<file path="config.mk">
export PLATFORM = sky130hd
export DESIGN_NAME = mcu_dispatch_flat
export DESIGN_NICKNAME = d
export VERILOG_FILES = /design/src/rtl/mcu_dispatch_if.sv /design/src/rtl/mcu_dispatch.sv /design/src/flat_wrapper.sv
export SDC_FILE = /design/constraint.sdc
export NUM_CORES = 1
export LEC_CHECK = 0
export ABC_CLOCK_PERIOD_IN_PS = 2400
export BUFFER_PORTS_ARGS = -buffer_cell sky130_fd_sc_hd__buf_2
export CELL_PAD_IN_SITES_DETAIL_PLACEMENT = 1
export CELL_PAD_IN_SITES_GLOBAL_PLACEMENT = 2
export CORE_MARGIN = 4
export CORE_UTILIZATION = 31
export DETAILED_ROUTE_END_ITERATION = 7
export PLACE_DENSITY_LB_ADDON = 0.12
export SETUP_SLACK_MARGIN = 0.5
export SYNTH_ARGS = -nofsm -noshare
export SYNTH_HDL_FRONTEND = slang
export SYNTH_SLANG_ARGS = --single-unit
</file>
<file path="constraint.sdc">
create_clock -name clk -period 2.4 [get_ports clk]
set_input_delay 0.24 -clock clk [delete_from_list [all_inputs] [get_ports clk]]
set_output_delay 0.24 -clock clk [all_outputs]
set_load 0.005 [all_outputs]
</file>
<file path="src/rtl/mcu_dispatch_if.sv">
// mcu_dispatch_if
// Bundles the MCU byte link, the per-target forwarding bus and the interrupt
// lines of the MCU dispatcher.
//   data_in_strobe/data_in_start/data_in : byte link from the MCU
//   data_out                             : byte returned to the MCU
//   tgt_strobe/tgt_start/tgt_data        : forwarded bytes, one strobe per target
//   tgt_dout                             : target return buses, target i on [8i+7:8i]
//   tgt_int/int_out_n                    : target interrupt levels, merged MCU interrupt
// Modports: master = MCU plus targets (the environment), slave = dispatcher.
interface mcu_dispatch_if #(
  parameter int NUM_TGT = 4
);
  logic                   data_in_strobe;
  logic                   data_in_start;
  logic [7:0]             data_in;
  logic [7:0]             data_out;
  logic [NUM_TGT-1:0]     tgt_strobe;
  logic [NUM_TGT-1:0]     tgt_start;
  logic [7:0]             tgt_data;
  logic [8*NUM_TGT-1:0]   tgt_dout;
  logic [NUM_TGT-1:0]     tgt_int;
  logic                   int_out_n;

  modport master (
    output data_in_strobe, data_in_start, data_in, tgt_dout, tgt_int,
    input  data_out, tgt_strobe, tgt_start, tgt_data, int_out_n
  );

  modport slave (
    input  data_in_strobe, data_in_start, data_in, tgt_dout, tgt_int,
    output data_out, tgt_strobe, tgt_start, tgt_data, int_out_n
  );
endinterface

</file>
<file path="src/rtl/mcu_dispatch.sv">
// mcu_dispatch
// Routes framed bytes from the MCU link to one of NUM_TGT targets, or handles
// them locally (interrupt mask / status access). The first byte of a frame is
// the target id; the following bytes are forwarded one clk later.
// Ports:
//   clk   : system clock
//   reset : synchronous, active-high reset
//   bus   : mcu_dispatch_if.slave (MCU link, target bus, interrupts)
// Parameters:
//   TIMEOUT : idle clk cycles inside an open frame before it is aborted
//   NUM_TGT : number of downstream targets (4 in this revision)
//
// state     | meaning
// ----------+------------------------------------------------------------
// IDLE      | no frame open; non-start bytes ignored
// FWD_FIRST | target frame open, next byte is the target command byte
// FWD       | target frame open, bytes forwarded as plain data
// SELF      | frame addressed to the dispatcher itself
// DISCARD   | frame to an unknown id; bytes dropped, 0xFF returned
module mcu_dispatch #(
  parameter int TIMEOUT = 50000,
  parameter int NUM_TGT = 4
) (
  input  logic          clk,
  input  logic          reset,
  mcu_dispatch_if.slave bus
);

  localparam int SW = (NUM_TGT > 1) ? $clog2(NUM_TGT) : 1;
  localparam int CW = $clog2(TIMEOUT + 1);

  localparam logic [7:0] ID_SELF      = 8'h00;
  localparam logic [7:0] SUB_STATUS   = 8'h00;
  localparam logic [7:0] SUB_SET_MASK = 8'h01;
  localparam logic [7:0] SELF_ACK     = 8'h5D;

  typedef enum logic [2:0] {
    IDLE      = 3'd0,
    FWD_FIRST = 3'd1,
    FWD       = 3'd2,
    SELF      = 3'd3,
    DISCARD   = 3'd4
  } state_t;

  state_t               state, state_nxt;
  logic [SW-1:0]        sel_q, sel_nxt;
  logic [CW-1:0]        idle_cnt, idle_cnt_nxt;
  logic [3:0]           byte_cnt, byte_cnt_nxt;
  logic [3:0]           byte_idx;
  logic [7:0]           subcmd_q, subcmd_nxt;
  logic [NUM_TGT-1:0]   int_mask, int_mask_nxt;
  logic [7:0]           data_out_q, data_out_nxt;
  logic [NUM_TGT-1:0]   tgt_strobe_q, tgt_strobe_nxt;
  logic [NUM_TGT-1:0]   tgt_start_q, tgt_start_nxt;
  logic [7:0]           tgt_data_q, tgt_data_nxt;
  logic                 int_out_n_q;
  logic [7:0]           self_resp;
  logic [7:0]           sel_dout;
  logic [NUM_TGT-1:0]   sel_onehot;
  logic [NUM_TGT-1:0]   int_pend;

  logic start_byte;
  logic body_byte;
  logic id_is_tgt;
  logic timeout;

  assign start_byte = bus.data_in_strobe &  bus.data_in_start;
  assign body_byte  = bus.data_in_strobe & ~bus.data_in_start;
  assign id_is_tgt  = (bus.data_in != 8'h00) && (bus.data_in <= 8'(NUM_TGT));

  // A strobe in the terminal-count cycle wins over the timeout.
  assign timeout = (state != IDLE) && !bus.data_in_strobe &&
                   (idle_cnt == CW'(TIMEOUT));

  // Index of the byte being received now within a SELF frame (id is byte 0).
  assign byte_idx = (byte_cnt == 4'hF) ? 4'hF : byte_cnt + 4'd1;

  assign sel_nxt    = (start_byte && id_is_tgt) ? SW'(bus.data_in - 8'd1) : sel_q;
  assign sel_dout   = bus.tgt_dout[{sel_nxt, 3'b000} +: 8];
  assign sel_onehot = NUM_TGT'(1) << sel_q;
  assign int_pend   = bus.tgt_int & int_mask;

  // State register
  always_ff @(posedge clk) begin
    if (reset) state <= IDLE;
    else       state <= state_nxt;
  end

  // Next-state logic
  always_comb begin
    state_nxt = state;
    if (start_byte) begin
      if (bus.data_in == ID_SELF) state_nxt = SELF;
      else if (id_is_tgt)         state_nxt = FWD_FIRST;
      else                        state_nxt = DISCARD;
    end else if (body_byte) begin
      if (state == FWD_FIRST) state_nxt = FWD;
    end else if (timeout) begin
      state_nxt = IDLE;
    end
  end

  // Output / datapath next values
  always_comb begin
    tgt_strobe_nxt = '0;
    tgt_start_nxt  = '0;
    tgt_data_nxt   = tgt_data_q;
    byte_cnt_nxt   = byte_cnt;
    subcmd_nxt     = subcmd_q;
    int_mask_nxt   = int_mask;
    idle_cnt_nxt   = idle_cnt;
    self_resp      = 8'h00;
    data_out_nxt   = 8'h00;

    // Start bytes never forward: the abort and the id latch happen instead.
    if (body_byte && (state == FWD_FIRST || state == FWD)) begin
      tgt_strobe_nxt = sel_onehot;
      tgt_data_nxt   = bus.data_in;
      if (state == FWD_FIRST) tgt_start_nxt = sel_onehot;
    end

    unique case (byte_idx)
      4'd1: self_resp = SELF_ACK;
      4'd2: if (subcmd_q == SUB_STATUS) self_resp = 8'(int_pend);
      4'd3: if (subcmd_q == SUB_STATUS) self_resp = 8'(int_mask);
      default: self_resp = 8'h00;
    endcase

    if (body_byte && state == SELF) begin
      byte_cnt_nxt = byte_idx;
      if (byte_idx == 4'd1) subcmd_nxt = bus.data_in;
      if (byte_idx == 4'd2 && subcmd_q == SUB_SET_MASK)
        int_mask_nxt = bus.data_in[NUM_TGT-1:0];
    end else if (start_byte || timeout) begin
      byte_cnt_nxt = '0;
    end

    if (bus.data_in_strobe || timeout) idle_cnt_nxt = '0;
    else if (state != IDLE)            idle_cnt_nxt = idle_cnt + CW'(1);

    // data_out follows the state being entered so it lines up with the byte.
    unique case (state_nxt)
      IDLE:           data_out_nxt = 8'h00;
      FWD_FIRST, FWD: data_out_nxt = sel_dout;
      DISCARD:        data_out_nxt = 8'hFF;
      SELF: begin
        if (start_byte)     data_out_nxt = 8'h00;
        else if (body_byte) data_out_nxt = self_resp;
        else                data_out_nxt = data_out_q;
      end
      default:        data_out_nxt = 8'h00;
    endcase
  end

  always_ff @(posedge clk) begin
    if (reset) begin
      sel_q        <= '0;
      idle_cnt     <= '0;
      byte_cnt     <= '0;
      subcmd_q     <= 8'h00;
      int_mask     <= '1;
      data_out_q   <= 8'h00;
      tgt_strobe_q <= '0;
      tgt_start_q  <= '0;
      tgt_data_q   <= 8'h00;
      int_out_n_q  <= 1'b1;
    end else begin
      sel_q        <= sel_nxt;
      idle_cnt     <= idle_cnt_nxt;
      byte_cnt     <= byte_cnt_nxt;
      subcmd_q     <= subcmd_nxt;
      int_mask     <= int_mask_nxt;
      data_out_q   <= data_out_nxt;
      tgt_strobe_q <= tgt_strobe_nxt;
      tgt_start_q  <= tgt_start_nxt;
      tgt_data_q   <= tgt_data_nxt;
      int_out_n_q  <= ~|int_pend;
    end
  end

  assign bus.data_out   = data_out_q;
  assign bus.tgt_strobe = tgt_strobe_q;
  assign bus.tgt_start  = tgt_start_q;
  assign bus.tgt_data   = tgt_data_q;
  assign bus.int_out_n  = int_out_n_q;

endmodule

</file>
<file path="src/flat_wrapper.sv">
// flat-port wrapper written by rule: the top's interface ports become plain ports
module mcu_dispatch_flat 
#(
  parameter int TIMEOUT = 50000,
  parameter int NUM_TGT = 4
)
  (clk, reset, bus_data_in_strobe, bus_data_in_start, bus_data_in, bus_tgt_dout, bus_tgt_int, bus_data_out, bus_tgt_strobe, bus_tgt_start, bus_tgt_data, bus_int_out_n);
  mcu_dispatch_if #(.NUM_TGT(NUM_TGT)) bus_i ();
  input  logic clk;
  input  logic reset;
  input wire logic [$bits(bus_i.data_in_strobe)-1:0] bus_data_in_strobe;
  input wire logic [$bits(bus_i.data_in_start)-1:0] bus_data_in_start;
  input wire logic [$bits(bus_i.data_in)-1:0] bus_data_in;
  input wire logic [$bits(bus_i.tgt_dout)-1:0] bus_tgt_dout;
  input wire logic [$bits(bus_i.tgt_int)-1:0] bus_tgt_int;
  output wire logic [$bits(bus_i.data_out)-1:0] bus_data_out;
  output wire logic [$bits(bus_i.tgt_strobe)-1:0] bus_tgt_strobe;
  output wire logic [$bits(bus_i.tgt_start)-1:0] bus_tgt_start;
  output wire logic [$bits(bus_i.tgt_data)-1:0] bus_tgt_data;
  output wire logic [$bits(bus_i.int_out_n)-1:0] bus_int_out_n;
  assign bus_i.data_in_strobe = bus_data_in_strobe;
  assign bus_i.data_in_start = bus_data_in_start;
  assign bus_i.data_in = bus_data_in;
  assign bus_i.tgt_dout = bus_tgt_dout;
  assign bus_i.tgt_int = bus_tgt_int;
  assign bus_data_out = bus_i.data_out;
  assign bus_tgt_strobe = bus_i.tgt_strobe;
  assign bus_tgt_start = bus_i.tgt_start;
  assign bus_tgt_data = bus_i.tgt_data;
  assign bus_int_out_n = bus_i.int_out_n;
  mcu_dispatch #(.TIMEOUT(TIMEOUT), .NUM_TGT(NUM_TGT)) u_core (.clk(clk), .reset(reset), .bus(bus_i));
endmodule
</file>
# Yosys cells after proc, flatten, opt, wreduce, memory -nomap -nowiden
# Cells that the tools add are included.
# totals
regBits	62
input_bits	48
output_inout_bits	25
word_cells	77
# op_classes
n_addsub	3
n_lt_le_gt_ge	1
eq_ne	14
shifts	2
mux	16
n_bitwise	6
reduce_logical	24
# ops
cell	n
$pmux W8 S3	2
$shiftx A32 B6 Y8	1
$mux W4	5
$mux W3	6
$add A16 B1 Y16 const B	1
$eq A16 B16 Y1 const B	1
$logic_not A8 Y1	2
$mux W8	2
$eq A3 B2 Y1 const B	4
$eq A4 B2 Y1 const B	2
$eq A8 B1 Y1 const B	1
$le A8 B3 Y1 const B	1
$reduce_bool A8 Y1	1
$logic_and A1 B1 Y1	7
$eq A3 B1 Y1 const B	2
$reduce_or A2 Y1	3
$add A4 B1 Y4 const B	1
$and A4 B4 Y4	1
$eq A4 B1 Y1 const B	1
$eq A4 B4 Y1 const B	1
$reduce_and A2 Y1	2
$reduce_or A4 Y1	1
$shl A1 B2 Y4 const A	1
$eq A3 B3 Y1 const B	1
10 further kinds	16

# Logic depth before layout (Yosys ltp)
# logic_depth
ltp_word	9
mapped_depth	10

# Worst setup path before layout
# No wires, ideal clock.
# synth_timing
path_type	register to register
startpoint	register u_core.idle_cnt[0]
endpoint	register u_core.data_out_q[1], in the netlist u_core.bus.data_out[1]
setup_ns	0.117
arrival_ns	1.955
slack_ns	0.328
stages_incl_launch_ff	10
n_path_buf	0
period_less_slack_ns	2.072
cell_sequence	dfxtp_1 -> inv_1 -> ha_1 -> nor3b_1 -> nand4_1 -> or3_1 -> nand3_1 -> mux2i_2 -> a211o_1 -> a22o_1
# synth_via
elab_chain_cells	8
# synth_rtl
element	line	rtl
start: declaration	mcu_dispatch.sv:47	logic [CW-1:0] idle_cnt, idle_cnt_nxt;
start signal: assignment	mcu_dispatch.sv:169	idle_cnt <= idle_cnt_nxt;
$eq A16 B16 Y1 *	mcu_dispatch.sv:73	(idle_cnt == CW'(TIMEOUT));
$logic_and A1 B1 Y1 *	mcu_dispatch.sv:72	assign timeout = (state != IDLE) && !bus.data_in_strobe &&
$mux W3 *	mcu_dispatch.sv:98	end else if (timeout) begin
$mux W3 *	mcu_dispatch.sv:96	end else if (body_byte) begin
$mux W3 *	mcu_dispatch.sv:92	if (start_byte) begin
$eq A3 B1 Y1 or $eq A3 B2 Y1 (tied branches)	mcu_dispatch.sv:142	unique case (state_nxt)
$reduce_or A2 Y1	mcu_dispatch.sv:142	
$pmux W8 S3	mcu_dispatch.sv:142	
end signal: assignment	mcu_dispatch.sv:173	data_out_q <= data_out_nxt;
end: declaration	mcu_dispatch.sv:52	logic [7:0] data_out_q, data_out_nxt;
# Mark *: on every way between the ends. The rest lies on a longest branch, timed or not.
# A chain may end at the register's enable or synchronous reset.

# Final worst setup path
# Ends and elaborated chain as after synthesis.

==> reports/results.tsv <==
stage	metric	value	unit
final_layout	Core Util, Final	0.4330	
worst_setup_path	Worst setup EP type	flop	
power	Gate power share	0.105	
route	via count	3118	
sta	max-slew violations	0	
clock_tree	Sink Count	62	
placement	Post-Place Cell Area	3874	sq um
sta	Final min period	2.185	ns
power	pwr dens	552.2	nW/um^2
power	Clock power frac	0.452	
clock_tree	clock buffer depth	2	
final_layout	diode count	0	
route	drt first pass iters	4	
clock_tree	CTS tree	built	
floorplan	Die Width	109.8	microns
sta	setup TNS	0	ns
logic_synthesis	Net Count, Synth	442	
power	leakage	1.781	nW
route	routed len/inst	15.67	microns
logic_synthesis	average size of a mapped cell	8.281	sq um
logic_synthesis	Gate Count Post-Synth	388	
placement	Setup WS pre-CTS	0.03163	ns
logic_synthesis	largest area contributor in the netlist	dfxtp_1	
placement	Detailed Place HPWL	7416	microns
route	DRT Wirelength	9763	microns
floorplan	io pins	73	
sta	worst slew pin tran	0.6655	ns
global_routing	largest net degree at the start of global routing	26	
logic_synthesis	main flop type after synthesis	dfxtp_1	
run	max-cap check violation count	0	
power	sw frac	0.2625	
logic_synthesis	top area cells in the synthesized netlist	dfxtp_1, nand2_1, nor2_1	
outcome	outcome	complete, no violations	
sta	Final Setup Violations	0	
final_layout	area delta synth->final	34.15	%
global_routing	global-route wire length before repair	15620	microns
final_layout	Layout Nets	539	
sta	Achievable Freq	457.8	MHz
floorplan	Die H	109.8	microns
logic_synthesis	Netlist cell types	57	
floorplan	total die area	12060	sq um
sta	slew margin rel.	0.5563	
floorplan	core area	9955	sq um
logic_synthesis	synthesized flop and latch total	62	
clock_tree	worst-skew pair later-pin latency	0.36	ns
power	Max IR drop VDD	0.2100	mV
clock_tree	Reg clk slew, reported paths	0.08	ns
route	Iter 0 DRT Violations	121	
sta	Min Hold Slack	0.1289	ns
worst_setup_path	Setup CP Type	flop to flop	
sta	Setup Skew	0.008533	ns
clock_tree	TritonCTS buffer count	9	
worst_setup_path	Startpoint Class	flop	
sta	Final WS setup	0.2154	ns
sta	RSZ-0062 raised after global routing	true	
route	DRC Markers	0	
sta	final hold vios	0	
route	number of vias per cell after detailed routing	5.005	
global_routing	vias in the first global route	3081	
worst_setup_path	critical path peak fanout	8	
global_routing	total track usage	0.1667	
global_routing	initial antenna violation count	0	
clock_tree	clock root buffer	clkbuf_8	
worst_setup_path	Worst Path Required	2.65	ns
power	NetSw	0.0006249	W
placement	routability cong.	0.7780	
route	DRT antenna net count	0	
logic_synthesis	Synth Cell Area	3213	sq um
final_layout	share of cells above drive strength 1	0.3408	
sta	Final period util	0.9102	
floorplan	FP Rows	36	
logic_synthesis	sequential area share after synthesis	0.3863	
final_layout	cell area after layout	4310	sq um
logic_synthesis	Post-synth EDFFs	0	
placement	Port Buffers	72	
power	Flop pwr share	0.443	
logic_synthesis	asr flop ratio synth	0	
logic_synthesis	Synth top area share	0.3863	
floorplan	initial core utilization	0.3228	
clock_tree	Post-CTS Hold Fix Bufs	0	
clock_tree	H-tree depth	3	
logic_synthesis	yosys warns	0	
hold_path	worst min path class	input pin to flop	
global_routing	remaining global-route overflow	0	
power	Int Power	0.001756	W
worst_setup_path	crit path DAT	2.43	ns
## placed cells by master, fill, tap and decap left out, drive strengths merged, types with 3 or more instances in the layout
master / Yosys / layout
a221oi: 5 / 5
nor4: 4 / 4
buf: 5 / 102
clkbuf: 11 / 9
dfxtp: 62 / 62
mux2i: 16 / 16
nand2: 53 / 53
inv: 10 / 12
nor2b: 7 / 7
a211o: 5 / 5
a21oi: 32 / 32
xnor2: 5 / 5
or2: 3 / 3
nand2b: 7 / 7
nand4: 8 / 8
a32oi: 6 / 6
or3: 4 / 4
o21ai: 8 / 8
nor3: 14 / 14
nand3: 20 / 20
nor3b: 3 / 3
a22oi: 4 / 4
xor2: 12 / 12
nor2: 51 / 51
ha: 6 / 6
## state kept, by name, indices dropped and copies added, names as in the netlist
register,flops
u_core.idle_cnt,16
u_core.bus.int_out_n,1
u_core.byte_cnt,4
u_core.subcmd_q,8
u_core.state,3
u_core.bus.data_out,8
u_core.bus.tgt_start,4
u_core.bus.tgt_data,8
u_core.sel_q,2
u_core.int_mask,4
u_core.bus.tgt_strobe,4
## what timing repair did
action / in CTS / in global routing
hold endpoints to repair: 0 / 0
pin swaps: 7 / 9
setup endpoints to repair: 31 / 23
gates resized for setup: 18 / 13
setup buffers: 5 / 7
## power groups by stage
stage	logic, W	clock network (W)	registers (W)
floorplan	0.000135	0	0.00108
finish	0.000250	0.00108	0.00105
CTS	0.000246	0.00111	0.00106
detailed placement	0.000237	0	0.00108
global route	0.000278	0.00116	0.00106
global placement	0.000234	0	0.00108
## through the flow
step                      power [W]  cells
after floorplan            0.001216    388
after global routing       0.002493    623
after CTS                  0.002409    616
after detailed placement   0.001318    595
final                      0.002380    623
after global placement     0.001315    595
## final timing paths
| kind | cells after the start | slack [ns] | start | endpoint |
|---|---|---|---|---|
| worst min register to register | 2 | 0.46 | u_core.bus.data_out[3] | u_core.bus.data_out[3] |
| worst max register to register | 10 | 0.22 | u_core.idle_cnt[0] | u_core.bus.data_out[1] |
| worst min-delay path | 2 | 0.13 | bus_data_in[1] | u_core.int_mask[1] |
| worst max-delay path | 10 | 0.22 | u_core.idle_cnt[0] | u_core.bus.data_out[1] |
## per-layer routing
metal | global-route usage | vias up | share of wire
met5 | 0 | - | 0
met4 | 0.05966 | 0 | 0.015
met3 | 0.03464 | 11 | 0.051
met2 | 0.2578 | 68 | 0.43
met1 | 0.2286 | 1471 | 0.50
li1 | - | 1568 | -
## worst max-delay path, stage by stage, from the launching register on
cell and delay, ns:
dfxtp_4 0.36, inv_4 0.06, ha_4 0.12, nor3b_2 0.15
nand4_1 0.22, or3_4 0.49, nand2b_4 0.11, nor3b_4 0.05
buf_6 0.14, a211o_1 0.22, a22o_1 0.17
## kinds of logic after synthesis
family | count (synthesis) | synth area share
AOI/OAI and AO/OA | 73 | 0.1526
xor gates and xnor gates | 17 | 0.04634
adders and majority gates | 6 | 0.02336
buffers and inverters | 26 | 0.03816
DFF | 62 | 0.3863
muxes | 17 | 0.05568
and+or+nand+nor | 187 | 0.2975
## cells in the mapped netlist (2+ instances only)
library cell	instances
ha_1	6
nor3_1	13
dfxtp_1	62
nor4_1	3
nand2b_1	7
a221oi_1	5
clkbuf_1	11
a32oi_1	6
nor3b_1	2
xor2_1	12
inv_1	10
o21ai_0	5
nor2_1	50
nor4bb_1	2
buf_2	2
a21oi_1	32
or3_1	4
nor2b_1	7
and3_1	2
buf_6	3
a22oi_1	4
mux2i_1	15
a211oi_1	2
o21ai_1	2
a211o_1	5
xnor2_1	5
nand2_1	52
a31oi_1	2
nand3_1	20
nand4_1	7
and4b_1	2
or2_1	2
a21o_1	2
## layout make-up
| class | count | area [sq um] |
|---|---|---|
| Clock buffer | 9 | 123.9 |
| Clock inverter | 7 | 105.1 |
| Fill cell | 1201 | 5644 |
| Inverter | 10 | 40.04 |
| Multi-Input combinational cell | 300 | 2024 |
| Sequential cell | 62 | 1261 |
| Tap cell | 133 | 166.4 |
| Timing Repair Buffer | 102 | 589.3 |
Power figures use the tool's default switching activity.
